==> src/rtl/seven_segment_scan_ctrl.sv <==
// Multiplexed six-digit octal display scanner with a one-deep pending
// buffer. New values reach the display only on frame boundaries.
module seven_segment_scan_ctrl #(
  parameter int unsigned DIV = 1000
) (
  input  logic        clk,
  input  logic        rst_n,
  input  logic [15:0] val_in,
  input  logic        val_valid,
  output logic        val_ready,
  input  logic        blank_lz,
  output logic [2:0]  dig_code,
  output logic [5:0]  dig_sel,
  output logic        frame_done
);

  localparam logic [15:0] LAST = 16'(DIV - 1);

  logic [15:0] cnt_q, cnt_d;
  logic [2:0]  idx_q, idx_d;
  logic [15:0] disp_q, disp_d;
  logic [15:0] pend_q, pend_d;
  logic        pflag_q, pflag_d;
  logic        fd_q, fd_d;

  logic        tick;
  logic        bnd;
  logic        accept;

  assign val_ready = rst_n && !pflag_q;
  assign accept    = val_valid && val_ready;
  assign tick      = (cnt_q == LAST);
  assign bnd       = tick && (idx_q == 3'd5);

  always_comb begin
    cnt_d   = tick ? 16'd0 : cnt_q + 16'd1;
    idx_d   = idx_q;
    disp_d  = disp_q;
    pend_d  = pend_q;
    pflag_d = pflag_q;
    fd_d    = bnd;
    if (tick) begin
      idx_d = (idx_q == 3'd5) ? 3'd0 : idx_q + 3'd1;
    end
    // accept needs pflag_q == 0, so it never collides with a transfer
    if (bnd && pflag_q) begin
      disp_d  = pend_q;
      pflag_d = 1'b0;
    end
    if (accept) begin
      pend_d  = val_in;
      pflag_d = 1'b1;
    end
  end

  always_ff @(posedge clk) begin
    if (!rst_n) begin
      cnt_q   <= '0;
      idx_q   <= '0;
      disp_q  <= '0;
      pend_q  <= '0;
      pflag_q <= 1'b0;
      fd_q    <= 1'b0;
    end else begin
      cnt_q   <= cnt_d;
      idx_q   <= idx_d;
      disp_q  <= disp_d;
      pend_q  <= pend_d;
      pflag_q <= pflag_d;
      fd_q    <= fd_d;
    end
  end

  assign frame_done = fd_q;

  logic [2:0] digit;
  logic [5:0] sel_raw;
  logic       lead;
  logic       blank;

  // lead: every bit from this digit upward is zero
  always_comb begin
    digit   = 3'd0;
    sel_raw = 6'd0;
    lead    = 1'b0;
    unique case (idx_q)
      3'd0: begin
        digit   = disp_q[2:0];
        sel_raw = 6'b000001;
      end
      3'd1: begin
        digit   = disp_q[5:3];
        sel_raw = 6'b000010;
        lead    = (disp_q[15:3] == 13'd0);
      end
      3'd2: begin
        digit   = disp_q[8:6];
        sel_raw = 6'b000100;
        lead    = (disp_q[15:6] == 10'd0);
      end
      3'd3: begin
        digit   = disp_q[11:9];
        sel_raw = 6'b001000;
        lead    = (disp_q[15:9] == 7'd0);
      end
      3'd4: begin
        digit   = disp_q[14:12];
        sel_raw = 6'b010000;
        lead    = (disp_q[15:12] == 4'd0);
      end
      3'd5: begin
        digit   = {2'b00, disp_q[15]};
        sel_raw = 6'b100000;
        lead    = !disp_q[15];
      end
      default: begin
        digit   = 3'd0;
        sel_raw = 6'd0;
        lead    = 1'b0;
      end
    endcase
  end

  assign blank    = blank_lz && lead;
  assign dig_sel  = blank ? 6'd0 : sel_raw;
  assign dig_code = blank ? 3'd0 : digit;

endmodule
==> config.mk <==
export PLATFORM = sky130hd
export DESIGN_NAME = seven_segment_scan_ctrl
export DESIGN_NICKNAME = d
export VERILOG_FILES = /design/src/rtl/seven_segment_scan_ctrl.sv
export SDC_FILE = /design/constraint.sdc
export NUM_CORES = 1
export LEC_CHECK = 0
export CAP_MARGIN = 20
export CORE_MARGIN = 5
export CORE_UTILIZATION = 30
export CTS_CLUSTER_DIAMETER = 80
export CTS_CLUSTER_SIZE = 16
export DETAILED_ROUTE_END_ITERATION = 7
export GPL_TIMING_DRIVEN = 0
export PLACE_DENSITY = 0.6
export SETUP_SLACK_MARGIN = 0.02
export SKIP_LAST_GASP = 1
export SYNTH_ARGS = -nofsm -noshare
export SYNTH_HDL_FRONTEND = slang
export SYNTH_SLANG_ARGS = --single-unit
==> constraint.sdc <==
create_clock -name clk -period 2.3 [get_ports clk]
set_input_delay 0.23 -clock clk [delete_from_list [all_inputs] [get_ports clk]]
set_output_delay 0.23 -clock clk [all_outputs]
set_load 0.05 [all_outputs]
==> results.txt, run 1 <==
status - finished with violations
failing checks - negative setup slack
sequential share of the synthesized area - 45.8%
Hold WC Path Type - flop to flop
Synth async-reset ratio - 0%
CTS Buf Count - 5
Final Cycle Share - 111%
CTS clk-pin slew, worst paths - 0.10 ns
Remaining Overflow, GRT - 0
Ant. Diodes - 0
Synth cell types - 37
Final Power - 1.56 mW
EDFF count, synth - 0
ys flop type - dfxtp_1
gr usage total - 11.8%
WL per Instance - 12.9 µm
Initial DRC Count - 52
Die Span Y - 97.9 µm
FF-to-FF path depth - 6
# DRC - 0
Peak supply drop - 0.314 mV
Area growth syn-to-layout - 34.6%
Core Util, Final - 41.0%
Critical Path AT - 2.33 ns
Power Internal - 1.20 mW
hold buffer count at CTS - 0
Place WS - -0.688 ns
Final nets - 338
critical path class - flop to output port
GPL Wtd Cong - 0.847
post-place instance area - 2880 µm²
clock buffer depth - 2
Initial Utilization - 30.4%
antenna-violating nets left - 0
setup ws final - -0.256 ns
HPWL after detailed placement - 3.92 mm
Mapped Area - 2320 µm²
CTS tree - built
share of post-route cells with drive strength above 1 - 17.4%
pins over their slew limit - 0
Relative slew margins - 64.8%
core area - 7610 µm²
Hold Crit Depth - 1
Worst-Skew Late Latency - 0.31 ns
Max FO, Critical Path - 4
Power per Cell Area - 502 nW/µm²
Final Setup Violations - 8
WP data required - 2.07 ns
Setup TNS - -1.55 ns
Die ar. - 9580 µm²
vias in the first global route - 1930
pin count of the biggest net entering global routing - 17
slack of the worst reg-to-reg path - 0.22 ns
design area - 3120 µm²
crit path time final - 2.56 ns
Final Hold Fails - 0
worst r2r dst - disp_q[6]
Leak - 1.05 nW
Yosys reg bits - 53
aggregate routed wire length - 5.41 mm
Pre-antenna DRT Iters - 4
Post-Syn Area per Cell - 8.67 µm²
I/O Pins - 31
Syn Nets - 289
skew final - 0.0102 ns
register share of total power - 60.7%
actual slew at the worst max-slew pin - 0.528 ns
RSZ-0062 raised after global routing - yes
startpoint types - flop
vias per inst - 4.72
clock power share - 33.0%
placed cells - 399
chip width - 97.9 µm
first-pass GRT wire length - 9.29 mm
total number of vias - 1979
combinational share of power - 6.3%
initial antenna violation count - 0
crit path capture - dig_code[1]
post-route insts no fill - 419
clk sinks - 53
max-cap violations - 0
root buffer cell - clkbuf_8
sw power - 0.361 mW
crit path from - idx_q[1]
Hold WS - 0.450 ns
fraction of power spent switching nets - 23.1%
Reg2Reg Launch Point - cnt_q[10]
H-tree depth - 2
achievable frequency - 391 MHz
Std-Cell Rows - 32
Synth warnings - 0
I/O Buffers - 30
Syn Inst Count - 267
CP endpoint kind - output port
## layer usage
metal | GRT usage, % | routed length (µm) | up-vias
met3 | 3.07 | 159 | 8
met5 | 0 | 0 | -
li1 | - | - | 1013
met2 | 18.8 | 2530 | 33
met4 | 3.83 | 75 | 0
met1 | 15.5 | 2640 | 925
## cell usage after synthesis, types with 3 or more instances
cell | instances | share of area, %
and3_1 | 3 | 0.81
nand3_1 | 5 | 1.1
nand2_1 | 55 | 8.9
nor4_1 | 8 | 2.2
and2_1 | 3 | 0.81
nand2b_1 | 3 | 0.81
inv_1 | 4 | 0.65
nor2b_1 | 4 | 1.1
mux2i_1 | 21 | 9.1
nor3_1 | 8 | 1.7
dfxtp_1 | 53 | 46
xnor2_1 | 13 | 4.9
o21ai_0 | 19 | 4.1
nor2_1 | 25 | 4.1
clkbuf_1 | 11 | 1.8
nand4_1 | 4 | 1.1
## power by group through the flow
stage               clock (mW)  sequential [mW]  combinational [mW]
floorplan                    0            0.970              0.0488
global placement             0            0.971              0.0987
detailed placement           0            0.972               0.100
CTS                      0.537            0.949               0.101
global route             0.561            0.951               0.112
finish                   0.517            0.949              0.0987
## worst min-delay path by stage
stage,startpoint,endpoint,slack (ns)
2_1_floorplan,val_in[0],pend_q[0],0.34
3_3_place_gp,cnt_q[0],cnt_q[0],0.43
3_5_place_dp,cnt_q[0],cnt_q[0],0.44
4_1_cts,cnt_q[0],cnt_q[0],0.46
5_1_grt,val_in[4],pend_q[4],0.46
6_report,cnt_q[0],cnt_q[0],0.45
## flip-flops by register name, summed over array words and instances, names as in the netlist
register	flops
cnt_q	16
disp_q	16
frame_done	1
idx_q	3
pend_q	16
pflag_q	1
## cell families after synthesis
| kind of cell | Yosys count | share of synthesized area [%] |
|---|---|---|
| adder cells (fa/ha/maj) | 2 | 1.08 |
| flip-flops | 53 | 45.8 |
| AO/OA/AOI/OAI | 31 | 8.21 |
| XOR/XNOR | 15 | 5.67 |
| multiplexers | 21 | 9.08 |
| AND/OR/NAND/NOR | 126 | 25.9 |
| buffers and inverters | 19 | 4.21 |
## layout make-up
cell class                 count  area (µm²)
timing repair buffer          42         399
fill                         801        4490
clock buffer                   6        72.6
clock inverter                 2        15.0
inverter                       4        15.0
tap                          102         128
sequential                    53        1070
buffer                        15         135
multi-input combinational    195        1280
## critical path: stages, from the launching register on
cell and delay [ns]:
dfxtp_4 0.37, clkbuf_16 0.14, and2_4 0.13, ha_4 0.15, or4_1 0.39, o211ai_1 0.19, nor4_4 0.09, buf_6 0.15
a211oi_4 0.22, buf_6 0.19
## cells in the final DEF, fill, tap and decap left out, types with 9 or more instances in the layout
master and instances:
dfxtp_1 50, o21ai_0 19, mux2i_1 21, xnor2_1 13, buf_4 11, buf_6 10
nand2_1 55, clkbuf_1 9, nor2_1 23, clkdlybuf4s50_1 21
## repair_timing
item                                    CTS  global route
endpoints found under the setup margin    9            28
pin swaps                                 5             3
setup buffers                            11             1
resized for setup                        65             5
cloned                                    0             0
Power figures use the tool's default switching activity.
==> inputs of run 2 (changes only) <==
Settings changed: MAX_ROUTING_LAYER from default to met4, SETUP_SLACK_MARGIN 0.02 to 0.2.
==> run 2 against run 1 <==
  * The flow still finishes with violations (negative setup slack)
  * Clock-buffer cell count unchanged
  * Clock power up 2%
  * Clock skew is 0.0035 ns lower
  * Non-clock buffer count increased by 8
  * Via count up 0.45%
  * First-iteration DRC count is 100% higher
  * Largest power group unchanged
==> results.txt, run 2 (same netlist as run 1, synthesis figures left out) <==
slack of the worst reg-to-reg path - 0.33 ns (+0.11 ns)
core area - 7610 µm² (unchanged)
gr usage total - 12.2% (+0.39 points)
Std-Cell Rows - 32 (unchanged)
actual slew at the worst max-slew pin - 0.574 ns (+0.0459 ns)
design area - 3190 µm² (+2.4%)
commonest non-fill, non-tap cells in the layout - nand2_1 (55), dfxtp_1 (48), nor2_1 (23)
GPL Wtd Cong - 0.843 (-0.38%)
Core Util, Final - 42.0% (+1.0 points)
Pre-antenna DRT Iters - 6 (+2)
Ant. Diodes - 0 (unchanged)
post-place instance area - 2880 µm² (+0.17%)
GRT busiest layer - met2
met3 Use GR - 2.21% (-0.86 points)
skew final - 0.00668 ns (-0.00349 ns)
Max FO, Critical Path - 4 (unchanged)
critical path class - flop to output port
WP data required - 2.07 ns (about the same)
CTS tree - built
Initial DRC Count - 106 (+100%)
Die Span Y - 97.9 µm (unchanged)
max-cap violations - 0 (unchanged)
vias per inst - 4.66 (-1.4%)
Worst-Skew Late Latency - 0.30 ns (about the same)
CTS Buf Count - 5 (unchanged)
crit path capture - dig_code[1]
Reg2Reg Launch Point - cnt_q[3]
antenna-violating nets left - 0 (unchanged)
Relative slew margins - 61.7% (-3.1 points)
RSZ-0062 raised after global routing - yes
failing checks - negative setup slack
Place WS - -0.754 ns (-0.0658 ns)
Peak supply drop - 0.299 mV (-5.0%)
Area growth syn-to-layout - 37.9%
worst r2r dst - disp_q[3]
Leak - 1.10 nW (+4.4%)
CTS clk-pin slew, worst paths - 0.10 ns (about the same)
Final Hold Fails - 0 (unchanged)
startpoint types - flop
I/O Buffers - 30 (unchanged)
clk sinks - 53 (unchanged)
GR Util met2 - 19.3% (+0.47 points)
status - finished with violations
met1 usage - 15.2% (-0.36 points)
Remaining Overflow, GRT - 0 (unchanged)
pin count of the biggest net entering global routing - 17 (unchanged)
root buffer cell - clkbuf_8
total number of vias - 1988 (+0.45%)
Die ar. - 9580 µm² (unchanged)
Initial Utilization - 30.4% (unchanged)
crit path from - idx_q[0]
first-pass GRT wire length - 9.24 mm (-0.52%)
setup ws final - -0.241 ns (+0.0155 ns)
Final nets - 346 (+2.4%)
largest registers - cnt_q: 16 flops, disp_q: 16 flops, pend_q: 16 flops
Fill cells - 781 (-2.5%)
crit path time final - 2.54 ns (-0.0155 ns)
Hold WC Path Type - flop to flop
pins over their slew limit - 0 (unchanged)
Final Cycle Share - 110% (-0.67 points)
share of post-route cells with drive strength above 1 - 20.0% (+2.6 points)
HPWL after detailed placement - 3.92 mm (-0.15%)
commonest non-fill, non-tap cell in the layout - nand2_1
hold buffer count at CTS - 0 (unchanged)
FF-to-FF path depth - 6 (unchanged)
vias in the first global route - 1959 (+1.5%)
clock buffer depth - 2 (unchanged)
I/O Pins - 31 (unchanged)
chip width - 97.9 µm (unchanged)
H-tree depth - 2 (unchanged)
Critical Path AT - 2.31 ns (-0.02 ns)
aggregate routed wire length - 5.43 mm (+0.46%)
Final Setup Violations - 8 (unchanged)
WL per Instance - 12.7 µm (-1.4%)
Power per Cell Area - 493 nW/µm² (-1.8%)
initial antenna violation count - 0 (unchanged)
# DRC - 0 (unchanged)
achievable frequency - 394 MHz (+0.61%)
Setup TNS - -1.55 ns (+0.00316 ns)
CP endpoint kind - output port
==> run 2: area by class of cell <==
cell class	instances	area, µm²	area share [%]
repair buffers	50	463	14.5
clock buffers	6	72.6	2.27
well taps	102	128	4.00
multi-input cells	195	1290	40.4
flip-flops and latches	53	1070	33.6
inverters	4	15.0	0.470
clock inverters	2	15.0	0.470
plain buffers	15	138	4.31
==> run 2: worst min path at each step <==
stage	startpoint	end	slack, ns	cells after the start
2_1_floorplan	val_in[0]	pend_q[0]	0.34	2
3_3_place_gp	cnt_q[0]	cnt_q[0]	0.43	1
3_5_place_dp	cnt_q[0]	cnt_q[0]	0.44	1
4_1_cts	cnt_q[0]	cnt_q[0]	0.45	1
5_1_grt	val_in[4]	pend_q[4]	0.47	3
6_report	cnt_q[0]	cnt_q[0]	0.45	1
==> run 2: repair_timing <==
action	4_1_cts	5_1_grt
pin swaps	8	7
gates resized for setup	68	10
setup buffers	13	7
gates cloned	0	0
setup endpoints to repair	29	28
==> run 2: layer usage <==
| metal | vias to the layer above | routed length, µm |
|---|---|---|
| met3 | 10 | 167 |
| met2 | 40 | 2490 |
| met5 | - | 0 |
| met4 | 0 | 111 |
| li1 | 1023 | - |
| met1 | 915 | 2660 |
==> run 2: worst max-delay path: stages, from the launching register on <==
cell,delay [ns]
dfxtp_2,0.34
clkbuf_16,0.14
and2_4,0.15
ha_4,0.15
or4_1,0.39
o211ai_1,0.19
nor4_4,0.08
buf_4,0.16
a211oi_4,0.21
buf_6,0.19
==> run 2: metrics by stage <==
step	total power, mW	std cells	hold WS (ns)
floorplan	1.02	267	0.339
global placement	1.07	399	0.429
detailed placement	1.07	399	0.439
CTS	1.59	420	0.454
global route	1.64	427	0.470
finish	1.57	427	0.450
==> run 2: power by group <==
part / internal [mW] / total, mW / switching, mW
clock: 0.215 / 0.528 / 0.313
combinational: 0.0484 / 0.0981 / 0.0497
sequential: 0.939 / 0.948 / 0.00862
==> inputs of run 3 (changes only) <==
Settings changed: PLACE_DENSITY 0.6 to 0.59, SKIP_CTS_REPAIR_TIMING from default to 1.
Clock period 2.3 ns to 2.46 ns, I/O delays scaled along.
==> run 3 against run 2 <==
  * Hold slack better by 0.0042 ns
  * Highest routed layer unchanged
  * Utilization shrank 0.86 points
  * The run still ends with negative setup slack left
  * Die area is the same
  * Clock skew grew 0.0056 ns
  * Critical endpoint is now dig_sel[0]
  * Cell area fell by 2.0%
  * Non-clock buffer count down 5
==> results.txt, run 3 (same netlist as run 1, synthesis figures left out) <==
status - finished with violations
failing checks - negative setup slack
CTS tree - built
GRT busiest layer - met2
I/O Pins - 31 (unchanged)
# DRC - 0 (unchanged)
Peak supply drop - 0.254 mV (-15%)
CTS clk-pin slew, worst paths - 0.11 ns (about the same)
RSZ-0062 raised after global routing - yes
Final nets - 341 (-1.4%)
Final Hold Fails - 0 (unchanged)
antenna-violating nets left - 0 (unchanged)
actual slew at the worst max-slew pin - 0.535 ns (-0.0397 ns)
Leak - 1.09 nW (-0.76%)
commonest non-fill, non-tap cell in the layout - nand2_1
Std-Cell Rows - 32 (unchanged)
Die Span Y - 97.9 µm (unchanged)
Remaining Overflow, GRT - 0 (unchanged)
Ant. Diodes - 0 (unchanged)
Hold WS - 0.454 ns (+0.00420 ns)
Initial DRC Count - 77 (-27%)
crit path time final - 2.65 ns
Final Setup Violations - 8 (unchanged)
achievable frequency - 378 MHz
met3 Use GR - 2.57% (+0.36 points)
vias in the first global route - 1849 (-5.6%)
Fill cells - 785 (+0.51%)
root buffer cell - clkbuf_8
Final Power - 1.49 mW (-5.1%)
share of post-route cells with drive strength above 1 - 18.1% (-1.9 points)
Power per Cell Area - 478 nW/µm² (-3.1%)
startpoint types - flop
WL per Instance - 12.9 µm (+1.7%)
largest registers - cnt_q: 16 flops, disp_q: 16 flops, pend_q: 16 flops
HPWL after detailed placement - 3.92 mm (about the same)
met1 usage - 15.0% (-0.13 points)
clk sinks - 53 (unchanged)
initial antenna violation count - 0 (unchanged)
core area - 7610 µm² (unchanged)
skew final - 0.0122 ns (+0.00555 ns)
CP endpoint kind - output port
Pre-antenna DRT Iters - 6 (unchanged)
I/O Buffers - 30 (unchanged)
FF+latch area - 1070 µm² (-0.47%)
WP data required - 2.21 ns (+0.14 ns)
Final Cycle Share - 108%
H-tree depth - 2 (unchanged)
critical path class - flop to output port
area taken by multi-input logic gates - 1270 µm² (-1.3%)
Hold WC Path Type - flop to flop
Worst-Skew Late Latency - 0.31 ns (about the same)
clock buffer depth - 2 (unchanged)
GR Util met2 - 18.1% (-1.2 points)
first-pass GRT wire length - 8.85 mm (-4.2%)
gr usage total - 11.7% (-0.47 points)
Die ar. - 9580 µm² (unchanged)
vias per inst - 4.72 (+1.3%)
GPL Wtd Cong - 0.788 (-6.5%)
aggregate routed wire length - 5.46 mm (+0.48%)
Critical Path AT - 2.40 ns (+0.09 ns)
Reg2Reg Launch Point - cnt_q[10]
crit path from - idx_q[1]
chip width - 97.9 µm (unchanged)
CTS Buf Count - 5 (unchanged)
setup ws final - -0.188 ns (+0.0527 ns)
Relative slew margins - 64.4% (+2.6 points)
max-cap violations - 0 (unchanged)
commonest non-fill, non-tap cells in the layout - nand2_1 (55), dfxtp_1 (50), nor2_1 (23)
Initial Utilization - 30.4% (unchanged)
total number of vias - 1991 (+0.15%)
pin count of the biggest net entering global routing - 19 (+2)
worst hold path startpoint - cnt_q[0]
Area growth syn-to-layout - 35.1%
Max FO, Critical Path - 6 (+2)
pins over their slew limit - 0 (unchanged)
-- run 3: path summary, 6_finish.rpt --
| check | cells after the start | end | slack, ns |
|---|---|---|---|
| worst max register to register | 6 | disp_q[13] | 0.34 |
| worst min register to register | 1 | cnt_q[0] | 0.45 |
| worst min-delay path | 1 | cnt_q[0] | 0.45 |
| worst max-delay path | 9 | dig_sel[0] | -0.19 |
-- run 3: worst max-delay path: stages (launching register included) --
cell      delay [ns]
dfxtp_4         0.38
buf_8           0.13
and2_4          0.13
ha_4            0.15
or4_1           0.40
o211ai_1        0.21
nor4_4          0.10
buf_12          0.17
nor4_4          0.22
buf_6           0.19
-- run 3: per-layer routing --
layer	wire (µm)	share of wire, %
met5	0	0
met1	2600	48
met2	2530	46
met4	119	2.2
met3	207	3.8
-- run 3: layout make-up --
cell class	count	share of cell area, %
plain buffers	15	3.60
repair buffers	45	14.0
inverters	4	0.480
flip-flops and latches	53	34.1
clock buffers	5	2.20
well taps	102	4.08
clock inverters	3	0.800
multi-input cells	195	40.7
-- run 3: where the power goes --
group / switching [mW] / total [mW] / internal (mW)
clock: 0.309 / 0.515 / 0.206
combinational: 0.0474 / 0.0922 / 0.0448
sequential: 0.00788 / 0.887 / 0.880
total: 0.364 / 1.49 / 1.13
-- run 3: through the flow --
step / cell area, µm² / util (%) / setup WS, ns / cells / setup TNS (ns)
6_report: 3130 / 41.1 / -0.188 / 422 / -1.03
5_1_grt: 3130 / 41.1 / -0.278 / 422 / -1.76
4_1_cts: 2970 / 39.0 / -0.884 / 407 / -6.69
3_5_place_dp: 2880 / 37.8 / -0.509 / 399 / -3.61
3_3_place_gp: 2880 / 37.8 / -0.521 / 399 / -3.68
2_1_floorplan: 2450 / - / 0.0984 / 267 / 0
